$ cat src/rtl/ram_scheduler_pkg.sv
// Shared types and constants for the pipeline sequencer / RAM arbiter.
package ram_scheduler_pkg;

   typedef enum logic [1:0] {
      RUN   = 2'd0,
      STALL = 2'd1,
      HALT  = 2'd2
   } state_t;

   typedef enum logic [1:0] {
      OWN_NONE = 2'd0,
      OWN_CPU  = 2'd1,
      OWN_DMA  = 2'd2
   } owner_t;

   localparam logic [1:0] STAGE_FETCH = 2'd0;
   localparam logic [1:0] STAGE_READ  = 2'd1;
   localparam logic [1:0] STAGE_EXEC  = 2'd2;
   localparam logic [1:0] STAGE_WRITE = 2'd3;

   localparam int WAIT_W = 8;

   function automatic logic [3:0] stage_onehot(input logic [1:0] s);
      return 4'b0001 << s;
   endfunction

endpackage

$ cat src/rtl/dma_starve_counter.sv
// Counts RUN cycles in which a pending DMA request was denied by the CPU.
// The limit flag looks at the count including the current cycle, so the
// forced stall directly follows the LIMIT-th denied cycle.
module dma_starve_counter
   import ram_scheduler_pkg::*;
#(
   parameter int LIMIT = 8
) (
   input  logic clk,
   input  logic reset_n,
   input  logic inc,
   input  logic clr,
   output logic limit_hit
);

   localparam logic [WAIT_W-1:0] LIMIT_V = WAIT_W'(LIMIT);

   logic [WAIT_W-1:0] cnt;
   logic [WAIT_W-1:0] cnt_nxt;

   // next count: clear wins over increment, increment saturates at the limit
   always_comb begin
      cnt_nxt = cnt;
      if (clr) begin
         cnt_nxt = '0;
      end else if (inc && (cnt != LIMIT_V)) begin
         cnt_nxt = cnt + WAIT_W'(1);
      end
   end

   assign limit_hit = (cnt_nxt == LIMIT_V);

   // count register
   always_ff @(posedge clk or negedge reset_n) begin
      if (!reset_n) begin
         cnt <= '0;
      end else begin
         cnt <= cnt_nxt;
      end
   end

endmodule

$ cat src/rtl/ram_scheduler.sv
// Pipeline stage sequencer and single-port RAM arbiter (CPU priority, DMA
// starvation guard via a one-cycle pipeline stall).
//
//   state | meaning
//   RUN   | stages advance, stage_en one-hot, CPU may own RAM
//   STALL | single cycle, stage held, stage_en 0, DMA owns RAM
//   HALT  | power_on low, stage held, stage_en 0, DMA may own RAM
module ram_scheduler
   import ram_scheduler_pkg::*;
#(
   parameter int ADDR_W       = 16,
   parameter int DATA_W       = 32,
   parameter int STARVE_LIMIT = 8
) (
   input  logic              clk,
   input  logic              reset_n,
   input  logic              power_on,
   output logic [1:0]        stage,
   output logic [3:0]        stage_en,
   input  logic              cpu_ram_req,
   input  logic [ADDR_W-1:0] cpu_ram_addr,
   input  logic              cpu_ram_we,
   input  logic [DATA_W-1:0] cpu_ram_wdata,
   input  logic              dma_req,
   input  logic [ADDR_W-1:0] dma_addr,
   input  logic              dma_we,
   input  logic [DATA_W-1:0] dma_wdata,
   output logic              dma_ack,
   output logic [DATA_W-1:0] dma_rdata,
   output logic [ADDR_W-1:0] ram_addr,
   output logic              ram_we,
   output logic [DATA_W-1:0] ram_wdata,
   input  logic [DATA_W-1:0] ram_rdata
);

   state_t state;
   state_t state_nxt;
   owner_t owner;
   logic   ram_we_mux;
   logic   limit_hit;
   logic   cnt_inc;
   logic   cnt_clr;

   // state register
   always_ff @(posedge clk or negedge reset_n) begin
      if (!reset_n) begin
         state <= RUN;
      end else begin
         state <= state_nxt;
      end
   end

   // next state: power-down beats a pending stall
   always_comb begin
      state_nxt = state;
      if (!power_on) begin
         state_nxt = HALT;
      end else begin
         case (state)
            RUN:     if (limit_hit) state_nxt = STALL;
            STALL:   state_nxt = RUN;
            HALT:    state_nxt = RUN;
            default: state_nxt = RUN;
         endcase
      end
   end

   // outputs: stage enables, RAM ownership and the RAM port mux
   always_comb begin
      stage_en   = '0;
      owner      = OWN_NONE;
      ram_addr   = '0;
      ram_wdata  = '0;
      ram_we_mux = 1'b0;
      if (state == RUN) begin
         stage_en = stage_onehot(stage);
      end
      if ((state == RUN) && cpu_ram_req) begin
         owner = OWN_CPU;
      end else if (dma_req && !dma_ack) begin
         owner = OWN_DMA;
      end
      case (owner)
         OWN_CPU: begin
            ram_addr   = cpu_ram_addr;
            ram_wdata  = cpu_ram_wdata;
            ram_we_mux = cpu_ram_we;
         end
         OWN_DMA: begin
            ram_addr   = dma_addr;
            ram_wdata  = dma_wdata;
            ram_we_mux = dma_we;
         end
         default: ;
      endcase
   end

   // a write must never reach the RAM while reset is held, even mid-cycle
   assign ram_we = ram_we_mux & reset_n;

   assign cnt_inc = (state == RUN) && dma_req && !dma_ack && (owner == OWN_CPU);
   assign cnt_clr = (owner == OWN_DMA) || !dma_req;

   dma_starve_counter #(
      .LIMIT(STARVE_LIMIT)
   ) u_starve (
      .clk       (clk),
      .reset_n   (reset_n),
      .inc       (cnt_inc),
      .clr       (cnt_clr),
      .limit_hit (limit_hit)
   );

   // stage advance and DMA completion registers
   always_ff @(posedge clk or negedge reset_n) begin
      if (!reset_n) begin
         stage     <= STAGE_FETCH;
         dma_ack   <= 1'b0;
         dma_rdata <= '0;
      end else begin
         if (state == RUN) begin
            stage <= stage + 2'd1;
         end
         dma_ack <= (owner == OWN_DMA);
         if (owner == OWN_DMA) begin
            dma_rdata <= ram_rdata;
         end
      end
   end

endmodule
$ cat config.mk
export PLATFORM = sky130hd
export DESIGN_NAME = ram_scheduler
export DESIGN_NICKNAME = d
export VERILOG_FILES = /design/src/rtl/ram_scheduler_pkg.sv /design/src/rtl/dma_starve_counter.sv /design/src/rtl/ram_scheduler.sv
export SDC_FILE = /design/constraint.sdc
export NUM_CORES = 1
export LEC_CHECK = 0
export ABC_AREA = 1
export ABC_CLOCK_PERIOD_IN_PS = 2300
export BUFFER_PORTS_ARGS = -buffer_cell sky130_fd_sc_hd__buf_2
export CAP_MARGIN = 20
export CORE_MARGIN = 5
export CORE_UTILIZATION = 30
export CTS_BUF_LIST = sky130_fd_sc_hd__clkbuf_16
export DETAILED_ROUTE_END_ITERATION = 8
export GPL_TIMING_DRIVEN = 0
export PLACE_DENSITY = 0.55
export SYNTH_ARGS = -nofsm -noshare
export SYNTH_HDL_FRONTEND = slang
export SYNTH_HIERARCHICAL = 1
export SYNTH_SLANG_ARGS = --single-unit
$ cat constraint.sdc
create_clock -name clk -period 2.3 [get_ports clk]
set_input_delay 0.115 -clock clk [delete_from_list [all_inputs] [get_ports clk]]
set_output_delay 0.115 -clock clk [all_outputs]
set_load 0.02 [all_outputs]
==> results of run 1 <==
[flip-flops by register name (all words and copies together) (netlist names)]
| register | cells |
|---|---|
| dma_ack | 1 |
| dma_rdata | 32 |
| stage | 2 |
| state | 2 |
| u_starve/cnt | 8 |
[synthesized netlist by cell type (4+ instances only)]
cell type  count
inv_1         26
ha_1           6
buf_4          5
nand2_2       81
nor2_1        11
nand2_4       79
buf_12         8
nor2_2         4
dfrtp_1       45
a21oi_1        4
nand2_1       75
buf_2          7
nand3_1       60
[layer usage]
metal / up-vias / share of wire / track usage
met4: 0 / 0.011 / 0.0287
met3: 8 / 0.055 / 0.0325
met1: 1673 / 0.40 / 0.190
met5: - / 0 / 0
met2: 97 / 0.53 / 0.260
li1: 1806 / - / -
[metrics by stage]
| stage | utilization | hold WS (ns) |
|---|---|---|
| floorplan | - | -0.181 |
| global route | 0.425 | 0.0370 |
| finish | 0.425 | 0.0261 |
| detailed placement | 0.410 | 0.285 |
| global placement | 0.410 | 0.284 |
| CTS | 0.422 | 0.0191 |
[final timing paths]
path,cells after the start,to,startpoint
max,13,state[0],state[1]
min,3,dma_rdata[6],ram_rdata[6]
max reg2reg,13,state[0],state[1]
min reg2reg,2,dma_rdata[6],dma_rdata[6]
max in group asynchronous,3,dma_ack,reset_n
min in group asynchronous,2,dma_rdata[23],reset_n
[worst reg2reg max path, delay by kind of cell (launching register included)]
| kind | cells | cell delay, ns |
|---|---|---|
| buffers and inverters | 2 | 0.20 |
| DFF | 1 | 0.42 |
| AOI/OAI and AO/OA | 1 | 0.10 |
| and+or+nand+nor | 10 | 1.22 |
[report_power, final]
part	switching, mW	total (mW)	internal [mW]
logic	0.750	1.20	0.452
clock network	0.293	0.691	0.398
registers	0.0769	0.979	0.902
total	1.12	2.87	1.75
[final cells by class]
type / count / area (µm²) / share of cell area
plain buffers: 24 / 255 / 0.0478
clock buffers: 5 / 125 / 0.0234
clock inverters: 3 / 18.8 / 0.00351
inverters: 29 / 123 / 0.0230
multi-input cells: 338 / 2330 / 0.437
flip-flops and latches: 45 / 1130 / 0.211
well taps: 172 / 215 / 0.0403
repair buffers: 224 / 1150 / 0.215
[repair_timing]
| item | 4_1_cts | 5_1_grt |
|---|---|---|
| hold buffers | 1 | 1 |
| gates resized for setup | 1 | 1 |
| hold endpoints to repair | 1 | 45 |
| setup endpoints to repair | 1 | 1 |
[kinds of logic after synthesis]
logic type               after synthesis
XOR/XNOR                               2
AND/OR/NAND/NOR                      321
adder cells (fa/ha/maj)                6
AO/OA/AOI/OAI                          9
buffers and inverters                 53
flip-flops                            45
==> impl_metrics.toml, run 1 <==
[worst_setup_path]
path_common_cell = "nand2_1"
crit_family = "simple AND/OR/NAND/NOR gates"
cp.arrival_ns = 2.22
critical_path_class = "flip-flop to flip-flop"
start_kind = "flip-flop"
critical_path_buf_inv_count = 2
cpPeakStageDelay_ns = 0.42
endpoint_kind = "flip-flop"
path_max_fanout = 9
slowest_stage = "dfrtp_1"
required_ns = 2.51
cp_cell_sequence = "nor2_8, nand2_8, nor3_4, inv_1, nor2_4, o21ai_1, nand2_1, nand3_1, inv_1, nand2_1, nor2_2, nand2_1, nor2_1"
reg2reg_slack_ns = 0.30

[final_layout]
nFillCells = 1284
final_cell_mix = "buf_2, nand2_2, nand2_4, nand2_1, nand3_1"
instances_no_fill = 840
synthToLayoutAreaGrowth_pct = 39.6
layout.cells.most_common = "buf_2"
drive_above_1_share = 0.636
nNetsFinal = 808
stdcell_area_um2 = 5340
n_antenna_cell = 0

[floorplanning]
pin_count = 223
dieArea_um2 = 15100
die_w_um = 123
start_util = 0.304
core_um2 = 12600
die_height_um = 123
rows = 41

[synthesis]
yosys.area.top_type = "dfrtp_1"
synth_area_leaders = "dfrtp_1, nand2_4, nand2_2"
synth_xor_area_frac = 0.00458
synth-compound-area-share = 0.0147
synth_edf_count = 0
synth_top_area_frac = 0.294
synth_area_um2 = 3830
seq_area_frac_synth = 0.294
syn_nets = 577
ys_ff_latch = 45
ys_async_sr_fraction = 1.00
synth_adder_area_share = 0.0196
synthSimpleGateAreaFrac = 0.568
muxShareOfSynthArea = 0
synth_top_family_by_area = "simple AND/OR/NAND/NOR gates"
synth_cell_types = 29
ys.flop_type = "dfrtp_1"
postSynthAreaPerCell_um2 = 8.78
netlist_instances = 436
synth_warnings = 6

[timing]
period_needed_ns = 2.00
slew_headroom = 0.688
setup_viol = 0
fin_tns_setup_ns = 0
tightest_slew_ns = 0.468
skew_ns = 0.00944
fin_ws_ns = 0.297
final_max_slew_viol_count = 0
fin_crit_sh = 0.871
hold_viol_final = 0
grt_setup_unrepaired = "false"
max_freq_mhz = 499

[global_route]
grt_pass1_wl_um = 17900
grt_start_max_net_pins = 47
grt_antenna_before_repair = 0
grt_pass1_vias = 3643
overflow = 0
groute.usage.overall = 0.149

[hold_path]
holdCritPathClass = "primary input to flip-flop"

[drt]
postRouteAntennaNets = 0
first_pass_iters = 4
dr.first_iter.drc_count = 99
route.detailed.drc = 0
wire_per_inst_um = 14.0
routed-via-count = 3584
vias_per_cell = 4.27
routed_wl_um = 11800

[clock_network]
clk_path_buf_depth = 2
cts_tree = "built"
cts_buffers = 5
cts_sinks = 45
path_clk_slew_ns = 0.07
htreeDepth = 2
worstSkewPairLatency_ns = 0.28
postCtsSetupBuffers = 0
cts-root-buf = "clkbuf_16"

[status]
status = "completed"

[placement]
pre_cts_slack_ns = -0.178
port_buffers = 221
place_area_um2 = 5150
dp.cells = 829
gp_congestion = 0.819
hpwlAfterDp_um = 9860

[power]
irDropWorstVdd_v = 0.000332
power_density_nw_per_um2 = 538
total_power_mw = 2.87
leakagePower_nw = 3.30

[job]
cap_violations = 0
Note: power is estimated with default switching activity, not from simulation.
==> run 2, diff against run 1 <==
- ABC_CLOCK_PERIOD_IN_PS: 2300 -> 1900
- clock period: 2.3 -> 1.9 ns (I/O delays scaled with it)
==> run 2 against run 1 <==
Compared with the run above:
- wire length is essentially flat
- register-to-register slack lost 0.23 ns
- worst hold slack lost 0.0030 ns
- via count is essentially flat
- global-route usage shrank 0.12 points
- sequential power grew 21%
- die area is the same
- design area grew 1.8%
- critical path depth shrank 6
- critical endpoint is now ram_wdata[7]
- setup slack lost 0.28 ns
- clock skew shrank 0.0038 ns
- first-iteration DRC count grew 20%
==> impl_metrics.toml, run 2 (synthesized netlist as in run 1, its figures left out) <==
[power]
irDropWorstVdd_v = 0.000349
p_sw_mw = 1.37
power_density_nw_per_um2 = 668
internal_power_mw = 2.26
clkPwrFrac = 0.270
p_sw_frac = 0.376
leakagePower_nw = 3.35
combinationalPowerShare = 0.404
pwr-share-seq = 0.326
total_power_mw = 3.63

[floorplanning]
die_w_um = 123
die_height_um = 123
pin_count = 223
core_um2 = 12600
rows = 41
dieArea_um2 = 15100
start_util = 0.304

[drt]
routed_wl_um = 11800
wire_per_inst_um = 13.9
route.detailed.drc = 0
wirelength_met1_um = 4840
first_pass_iters = 5
postRouteAntennaNets = 0
routed-via-count = 3583
dr.first_iter.drc_count = 119
vias_per_cell = 4.23
top_layer_used = "met4"
wl_met2_um = 6150
dr_wl_met3_um = 684

[clock_network]
cts_sinks = 45
cts_buffers = 5
clk_path_buf_depth = 2
htreeDepth = 2
cts-root-buf = "clkbuf_16"
path_clk_slew_ns = 0.07
worstSkewPairLatency_ns = 0.28
cts_tree = "built"

[global_route]
overflow = 0
groute.usage.overall = 0.148
grt_pass1_vias = 3699
grt_pass1_wl_um = 18000
grt_start_max_net_pins = 47
grt_antenna_before_repair = 0

[final_layout]
top_regs = "dma_rdata: 32 flops, u_starve/cnt: 8 flops"
synthToLayoutAreaGrowth_pct = 42.1
nFillCells = 1261
final_cell_mix = "buf_2, nand2_2, nand2_4, nand2_1, nand3_1"
layout.cells.most_common = "buf_2"
n_antenna_cell = 0
stdcell_area_um2 = 5440
nNetsFinal = 815
regMostFlops = "dma_rdata"
instances_no_fill = 847
drive_above_1_share = 0.653
largest_register_ffs = 32

[placement]
dp.cells = 829
gp_congestion = 0.823
port_buffers = 221
hpwlAfterDp_um = 9580
place_area_um2 = 5150

[timing]
fin_crit_sh = 0.992
final_max_slew_viol_count = 0
grt_setup_unrepaired = "true"
fin_tns_setup_ns = 0
skew_ns = 0.00560
setup_viol = 0
max_freq_mhz = 531
hold_viol_final = 0
slew_headroom = 0.695
tightest_slew_ns = 0.458
period_needed_ns = 1.88
whs_ns = 0.0231

[worst_setup_path]
cp.arrival_ns = 1.79
required_ns = 1.80
start_kind = "flip-flop"
critical_path_class = "flip-flop to primary output"
endpoint_kind = "primary output"
path_max_fanout = 10

[job]
cap_violations = 0

[hold_path]
holdCritPathClass = "primary input to flip-flop"

[status]
status = "completed"
## run 2: cell types whose count changed in the layout (fill, tap and decap cells not counted), sizes merged
cell,before,now
buf,243,249
bufinv,0,1
clkbuf,8,9
clkinv,1,2
clkinvlp,2,1
inv,29,28
## run 2: cell type report
class                   instances  area, µm²  share of cell area
clock inverters                 3       41.3             0.00759
inverters                      29        123              0.0226
repair buffers                231       1200               0.220
flip-flops and latches         45       1130               0.207
multi-input cells             338       2350               0.432
plain buffers                  24        258              0.0474
clock buffers                   5        125              0.0230
well taps                     172        215              0.0396
## run 2: per-layer routing
| metal | vias to the layer above | GRT usage |
|---|---|---|
| li1 | 1822 | - |
| met1 | 1648 | 0.188 |
| met2 | 105 | 0.263 |
| met3 | 8 | 0.0297 |
| met4 | 0 | 0.0210 |
| met5 | - | 0 |
## run 2: path summary, 6_finish.rpt
kind | startpoint | endpoint | slack, ns | cells past startpoint
max in group asynchronous | reset_n | stage[0] | 1.24 | 3
min in group asynchronous | reset_n | dma_rdata[21] | 0.19 | 2
worst min-delay path | ram_rdata[6] | dma_rdata[6] | 0.02 | 3
worst max-delay path | state[1] | ram_wdata[7] | 0.02 | 7
worst max register to register | state[1] | state[0] | 0.07 | 13
worst min register to register | dma_rdata[6] | dma_rdata[6] | 0.48 | 2
## run 2: timing repair
action | 4_1_cts | 5_1_grt
pin swaps | 9 | 9
endpoints found under the hold margin | 1 | 45
setup buffers | 5 | 2
hold buffers | 1 | 1
cloned | 0 | 0
endpoints found under the setup margin | 1 | 2
gates resized for setup | 4 | 7
## run 2: through the flow
step | utilization | worst slack [ns]
global placement | 0.410 | -0.225
floorplan | - | 0.0808
global route | 0.433 | -0.0813
finish | 0.433 | 0.0158
CTS | 0.428 | -0.000669
detailed placement | 0.410 | -0.230
## run 2: critical path: stages, from the launching register on
cell,delay [ns]
dfrtp_1,0.43
nor2_8,0.17
buf_4,0.13
buf_4,0.15
buf_2,0.24
nand3_1,0.12
nand2_2,0.11
buf_2,0.16
## run 2: power by group through the flow
stage                     registers, mW  clock network [mW]  logic [mW]
after floorplan                    1.36                   0       0.741
after global placement             1.20                   0        1.44
after detailed placement           1.20                   0        1.47
after CTS                          1.19                1.02        1.48
after global routing               1.20                1.05        1.60
final                              1.18               0.980        1.47
